[src/rtl/fetch_pkg.sv]
// rtl/fetch_pkg.sv - shared fetch types: instruction length, buffer entry, B-immediate decode.
package fetch_pkg;

    localparam int ILEN   = 32;
    localparam int PC_MAX = 32;

    // Buffer entries carry the widest legal PC; narrower configurations zero-extend.
    typedef struct packed {
        logic [PC_MAX-1:0] pc;
        logic [ILEN-1:0]   instr;
    } fetch_entry_t;

    function automatic logic [31:0] b_imm(input logic [ILEN-1:0] instr);
        return {{19{instr[31]}}, instr[31], instr[7], instr[30:25], instr[11:8], 1'b0};
    endfunction

endpackage

[src/rtl/fetch_fifo.sv]
// rtl/fetch_fifo.sv - power-of-two instruction buffer with push/pop/flush and occupancy count.
module fetch_fifo #(
    parameter int DEPTH = 2,
    parameter int WIDTH = 64
) (
    input  logic                     clk,
    input  logic                     flush,
    input  logic                     push,
    input  logic [WIDTH-1:0]         wr_data,
    input  logic                     pop,
    output logic [WIDTH-1:0]         rd_data,
    output logic                     valid,
    output logic [$clog2(DEPTH):0]   count
);

    localparam int AW = $clog2(DEPTH);

    logic [WIDTH-1:0] mem [DEPTH];
    logic [AW-1:0]    wr_ptr;
    logic [AW-1:0]    rd_ptr;

    always_ff @(posedge clk) begin
        if (push && !flush) begin
            mem[wr_ptr] <= wr_data;
        end
    end

    // The producer never pushes into a full buffer unless a pop frees a slot in the same cycle.
    always_ff @(posedge clk) begin
        if (flush) begin
            wr_ptr <= '0;
            rd_ptr <= '0;
            count  <= '0;
        end else begin
            if (push) begin
                wr_ptr <= wr_ptr + AW'(1);
            end
            if (pop) begin
                rd_ptr <= rd_ptr + AW'(1);
            end
            case ({push, pop})
                2'b10:   count <= count + (AW+1)'(1);
                2'b01:   count <= count - (AW+1)'(1);
                default: count <= count;
            endcase
        end
    end

    assign rd_data = mem[rd_ptr];
    assign valid   = (count != '0);

endmodule

[src/rtl/fetch_unit.sv]
// rtl/fetch_unit.sv - sequential instruction fetch with branch redirect and a small buffer.
// Optional misaligned-target trap enabled by defining FETCH_MISALIGN_TRAP_EN.
module fetch_unit #(
    parameter int                  PC_WIDTH     = 12,
    parameter logic [PC_WIDTH-1:0] RESET_VECTOR = '0,
    parameter int                  DEPTH        = 2
) (
    input  logic                clk,
    input  logic                rst,
    output logic [PC_WIDTH-1:0] imem_addr,
    output logic                imem_req,
    input  logic [31:0]         imem_rdata,
    input  logic                redirect_valid,
    input  logic [PC_WIDTH-1:0] redirect_pc,
    input  logic [31:0]         redirect_instr,
    output logic                inst_valid,
    input  logic                inst_ready,
    output logic [31:0]         inst_data,
`ifdef FETCH_MISALIGN_TRAP_EN
    output logic                misalign_err,
`endif
    output logic [PC_WIDTH-1:0] inst_pc
);

    import fetch_pkg::*;

    localparam int CW = $clog2(DEPTH) + 1;

    logic [PC_WIDTH-1:0] pc;
    logic [PC_WIDTH-1:0] inflight_pc;
    logic [PC_WIDTH-1:0] target;
    logic [31:0]         target_full;
    logic                inflight;
    logic                halted;
    logic                req;
    logic                push;
    logic                pop;
    logic                flush;
    logic                fifo_valid;
    logic [CW-1:0]       fifo_count;
    logic [CW:0]         occupancy;
    fetch_entry_t        wr_entry;
    fetch_entry_t        rd_entry;
    logic                unused_bits;

    assign target_full = 32'(redirect_pc) + b_imm(redirect_instr);

`ifdef FETCH_MISALIGN_TRAP_EN
    assign target = target_full[PC_WIDTH-1:0];

    always_ff @(posedge clk) begin
        if (rst) begin
            halted <= 1'b0;
        end else if (redirect_valid) begin
            halted <= target[1];
        end
    end

    assign misalign_err = halted;
`else
    assign target = {target_full[PC_WIDTH-1:2], 1'b0, target_full[0]};
    assign halted = 1'b0;
`endif

    // A handshake in the reset cycle is suppressed; in a redirect cycle it still retires the head.
    assign pop       = fifo_valid & inst_ready & ~rst;
    assign occupancy = {1'b0, fifo_count} + {{CW{1'b0}}, inflight} - {{CW{1'b0}}, pop};
    assign req       = ~rst & ~redirect_valid & ~halted & (occupancy < (CW+1)'(DEPTH));
    assign push      = inflight & ~redirect_valid & ~rst;
    assign flush     = rst | redirect_valid;

    always_ff @(posedge clk) begin
        if (rst) begin
            pc          <= RESET_VECTOR;
            inflight    <= 1'b0;
            inflight_pc <= RESET_VECTOR;
        end else begin
            inflight <= req;
            if (req) begin
                inflight_pc <= pc;
            end
            if (redirect_valid) begin
                pc <= target;
            end else if (req) begin
                pc <= pc + PC_WIDTH'(4);
            end
        end
    end

    always_comb begin
        wr_entry       = '0;
        wr_entry.pc    = PC_MAX'(inflight_pc);
        wr_entry.instr = imem_rdata;
    end

    fetch_fifo #(
        .DEPTH (DEPTH),
        .WIDTH ($bits(fetch_entry_t))
    ) u_fifo (
        .clk     (clk),
        .flush   (flush),
        .push    (push),
        .wr_data (wr_entry),
        .pop     (pop),
        .rd_data (rd_entry),
        .valid   (fifo_valid),
        .count   (fifo_count)
    );

    assign imem_addr  = pc;
    assign imem_req   = req;
    assign inst_valid = fifo_valid & ~rst;
    assign inst_data  = rd_entry.instr;
    assign inst_pc    = rd_entry.pc[PC_WIDTH-1:0];

    assign unused_bits = ^{target_full, redirect_instr, rd_entry.pc};

endmodule

[config.mk]
export PLATFORM = sky130hd
export DESIGN_NAME = fetch_unit
export DESIGN_NICKNAME = d
export VERILOG_FILES = /design/src/rtl/fetch_pkg.sv /design/src/rtl/fetch_fifo.sv /design/src/rtl/fetch_unit.sv
export SDC_FILE = /design/constraint.sdc
export NUM_CORES = 1
export LEC_CHECK = 0
export ABC_AREA = 1
export BUFFER_PORTS_ARGS = -buffer_cell sky130_fd_sc_hd__buf_4
export CAP_MARGIN = 10
export CORE_MARGIN = 1.5
export CORE_UTILIZATION = 52
export DETAILED_ROUTE_END_ITERATION = 6
export PLACE_DENSITY = 0.8
export SYNTH_ARGS = -nofsm -noshare
export SYNTH_HDL_FRONTEND = slang
export SYNTH_SLANG_ARGS = --single-unit
[constraint.sdc]
create_clock -name clk -period 4.3 [get_ports clk]
set_input_delay 1.075 -clock clk [delete_from_list [all_inputs] [get_ports clk]]
set_output_delay 1.075 -clock clk [all_outputs]
set_load 0.02 [all_outputs]
Word level (Yosys, flattened, before mapping)
Memories as Yosys holds them, arrays and structs flattened. A register that Yosys moved wholly into a read port is not among the register bits.
Cells that the tools add are included.
Operators by class
  add/sub/neg operators: 8
  magnitude comparators: 1
  eq/ne operators: 2
  multiplexer cells: 7
  bitwise logic cells: 10
  reduce and logical (&&, ||, !) cells: 6
Operators by type and width (number)
  $mux 12: 2
  $add 12x12->12: 1
  $add 12x3->12 const B: 1
  $and 1x1->1: 7
  $reduce_bool 2->1: 3
  $mux 1: 4
  $pmux 2 s2: 1
  $add 2x1->3: 1
  $lt 3x2->1 const B: 1
  $sub 3x1->3: 1
  $add 1x1->1 const B: 2
  $add 2x1->2 const B: 1
  $eq 2x1->1 const B: 1
  $eq 2x2->1 const B: 1
  $not 1->1: 2
  $reduce_or 2->1: 1
  $sub 2x1->2 const B: 1
  $logic_and 1x1->1: 1
  $logic_not 1->1: 1
  $or 1x1->1: 1
Word-level totals
  register bits: 29
  bits in writable memories: 88
  memories: 1
Memories
  u_fifo.mem: depth 2, bits a word 44, read ports 1, clocked after memory_dff 1, write ports 1, line fetch_fifo.sv:18  | logic [WIDTH-1:0] mem [DEPTH];

Longest topological paths before layout
  word-level depth: 8
  gate-level depth with buffers: 17

Hierarchy
From an unflattened synthesis, not the netlist that was laid out.
Unflattened totals
  cell total of the unflattened synthesis: 474
  area total of the unflattened synthesis: 6807.8 µm²
By module, submodules not included
  fetch_fifo: times used 1, cells each 231, area an instance 5146.2 µm², sequential area each 3943.8 µm²
  fetch_unit: times used 1, cells each 243, area an instance 1661.6 µm², sequential area each 460.4 µm²

Worst setup path before layout
OpenSTA, ideal clock, no wires.
  kind: input port to output port
  start: input rst
  end: output imem_req
  arrival time: 2951 ps
  required time: 3225 ps
  slack: 274 ps
  stages on the path: 12
  cells stage by stage: nor2_1 -> nand2_1 -> inv_1 -> ha_1 -> inv_1 -> nand2_1 -> fa_1 -> inv_1 -> nor2_4 -> nand2_4 -> inv_4 -> buf_2
Between the ends
  cells in the longest elaborated chain, start to end: 5
  elaborated cells between the ends (all ways): 6
  those cells by class: add/sub: 1; order compare: 1; bitwise: 4
Ends and longest elaborated chain
  from (decl): line fetch_unit.sv:9  | input logic rst,
  $not 1->1: line fetch_unit.sv:66  | assign pop = fifo_valid & inst_ready & ~rst;
  $and 1x1->1: line fetch_unit.sv:66
  net pop: line fetch_unit.sv:37  | logic pop;
  $sub 3x1->3: line fetch_unit.sv:67  | assign occupancy = {1'b0, fifo_count} + {{CW{1'b0}}, inflight} - {{CW{1'b0}}, pop};
  $lt 3x2->1: line fetch_unit.sv:68  | assign req = ~rst & ~redirect_valid & ~halted & (occupancy < (CW+1)'(DEPTH));
  $and 1x1->1: line fetch_unit.sv:68
  to (decl): line fetch_unit.sv:11  | output logic imem_req,
The timed path passes the listed nets, and every way through them passes these cells.

Worst setup path in the final report
Same ends and word-level chain as after synthesis.

==> results.yml <==
outcome:
  outcome: "finished, final reports clean"
die:
  start_util: 0.536
  die_area_um2: 10100
  core_um2: 9200
  die_width_um: 100
  ios: 138
  die_h_um: 100
  num_rows: 35
worst_hold_path:
  min_path_type: "flop to flop"
global_route:
  grt.met1_usage: 0.235
  antenna_found_initial: 0
  grt_pass1_vias: 3309
  grt_pass1_wl_um: 15300
  gr-usage-met3: 0.0724
  grt_util_met2: 0.343
  grt.overflow.total: 0
  top_usage_layer: "met2"
  grt_max_degree: 44
  grt_usage: 0.201
pwr:
  vdd_drop_max_v: 0.000260
  p_leak_nw: 2.62
  powerDensity_nw_per_um2: 426
synthesis:
  synth_area_um2: 4930
  syn_inst: 401
  syn_area_per_cell_um2: 12.3
  ys_ff_latch: 114
  yosysSeqAreaShare: 0.637
  yosysWarnings: 0
  ys_types: 36
critical_path:
  critPathArrivalTime_ns: 2.89
  critical_path_class: "primary input to primary output"
  cp_data_required_time_ns: 3.22
  cp-end-kind: "primary output"
  critPathLaunchType: "primary input"
  crit_fanout: 7
cts:
  cts_setup_buffers: 0
  h-tree-depth: 4
  root_buffer: "clkbuf_8"
  clock_path_buffers: 2
  cts_made_buffers: 17
  clock_latency_ns: 0.50
  post_cts_resized: 0
  holdBufCountCts: 0
  clkTransAtPathRegs_ns: 0.05
  cts_tree: "done"
  cts_sinks: 114
timing:
  finalSetupViolations: 0
  rsz0062_at_grt: "no"
  fmax_ghz: 0.252
  post-route-period-util: 0.922
  tightest_slew_ns: 1.01
  final-max-slew-violation-count: 0
  min_period_ns: 3.97
  slew_headroom: 0.325
  hold_viol: 0
  worst_slack_ns: 0.335
  fin_skew_ns: 0.00681
  tns_ns: 0
placement:
  post-place-ws_ns: 0.369
  place.gp.congestion: 0.995
  place_hpwl_um: 6570
  portBuffers: 114
layout:
  n_fill_cell: 643
  syn_to_final_growth_pct: 30.9
  drive_gt1_frac: 0.378
  layout_commonest_cell: "buf_4"
  mostFrequentLayoutCells: "118 x buf_4, 86 x edfxtp_1, 50 x nand2_1"
  diodes: 0
  fin_nets: 620
routing:
  wl_per_cell_um: 15.3
  via_per_inst: 5.26
  drtAntennaViolNets: 0
  drt_iter0_drc: 163
  route.vias.total: 3421
  wl_um: 9920
  drc_errors: 0
  firstDrtPassIters: 5
run:
  drv_cap: 0
[sequential cells by signal (all words and copies together) (netlist names), named ones only]
signal / flops
u_fifo.mem: 86
imem_addr: 11
inflight_pc: 11
u_fifo.count: 2
inflight: 1
u_fifo.rd_ptr: 1
u_fifo.wr_ptr: 1
[logic make-up (layout without fill, tap and decap cells)]
group	after synthesis	in the layout	synth area share
xor gates and xnor gates	9	9	0.0160
other	1	2	0.000760
adders and majority gates	14	14	0.0386
muxes	43	43	0.0982
DFF	114	114	0.637
and+or+nand+nor	123	123	0.110
AOI/OAI and AO/OA	55	55	0.0609
buffers and inverters	42	179	0.0388
[synthesized netlist by cell type]
cell type,instances,area [um^2]
nand4_1,5,31.3
inv_2,2,7.51
or2_1,1,6.26
inv_4,1,6.26
ha_1,12,150
conb_1,1,3.75
o21ai_1,1,5.00
fa_1,2,40.0
a21oi_2,1,8.76
inv_1,26,97.6
o211ai_2,1,12.5
nor3b_1,1,7.51
nand2_1,50,188
mux2_2,43,484
nand2_2,1,6.26
a211oi_1,1,7.51
nor3_1,2,10.0
edfxtp_1,86,2580
nor2_1,43,161
nand3_1,14,70.1
nor2_4,1,11.3
o21bai_1,1,7.51
dfxtp_1,28,561
buf_2,7,35.0
xnor2_1,2,17.5
o221ai_1,1,8.76
o211a_1,1,10.0
nand2_4,2,22.5
buf_8,1,15.0
a21oi_1,24,120
nand3_2,2,20.0
or2_2,1,6.26
buf_4,3,22.5
xor2_1,7,61.3
o21ai_0,24,120
clkbuf_1,2,7.51
[per-layer routing]
| metal | vias to the layer above | share of wire |
|---|---|---|
| li1 | 1666 | - |
| met1 | 1606 | 0.41 |
| met2 | 139 | 0.52 |
| met3 | 10 | 0.069 |
| met4 | 0 | 0.010 |
| met5 | - | 0 |
[per-stage QoR]
| stage | cells | total power, mW | hold slack (ns) | utilization | cell area, um^2 |
|---|---|---|---|---|---|
| detailed placement | 618 | 1.49 | 0.444 | 0.641 | 5900 |
| global route | 650 | 2.85 | 0.466 | 0.702 | 6450 |
| floorplan | 402 | 1.39 | 0.420 | - | 4940 |
| CTS | 650 | 2.77 | 0.457 | 0.702 | 6450 |
| global placement | 618 | 1.48 | 0.432 | 0.641 | 5900 |
| finish | 650 | 2.75 | 0.455 | 0.702 | 6450 |
[critical path: stages]
cell and delay (ns):
buf_4 0.15, nor2_1 0.16, nand2_1 0.12, inv_1 0.09
ha_1 0.23, inv_1 0.06, nand2_1 0.07, fa_1 0.39
xnor2_1 0.26, nand2_4 0.10, inv_4 0.06, buf_4 0.13
[cell type report]
cell class | count | area (um^2) | area share
tap | 111 | 139 | 0.0215
sequential | 114 | 3140 | 0.487
timing repair buffer | 118 | 886 | 0.137
inverter | 29 | 111 | 0.0173
clock buffer | 17 | 414 | 0.0642
multi-input combinational | 246 | 1620 | 0.250
clock inverter | 15 | 144 | 0.0223
[power by group]
| group | leakage [nW] | total [mW] | switching, mW | internal, mW |
|---|---|---|---|---|
| Clock | 0.256 | 1.28 | 0.469 | 0.814 |
| Combinational | 1.36 | 0.236 | 0.131 | 0.105 |
| Sequential | 1.01 | 1.23 | 0.0221 | 1.21 |
[final timing paths]
| kind | start | to | slack (ns) | depth (start not counted) |
|---|---|---|---|---|
| setup / recovery | rst | imem_req | 0.33 | 12 |
| hold / removal | inflight_pc[0] | u_fifo.mem[0][32] | 0.46 | 0 |
| setup reg to reg | u_fifo.count[1] | imem_addr[9] | 1.51 | 16 |
| hold reg to reg | inflight_pc[0] | u_fifo.mem[0][32] | 0.46 | 0 |
Note: power is estimated with default switching activity, not from simulation.
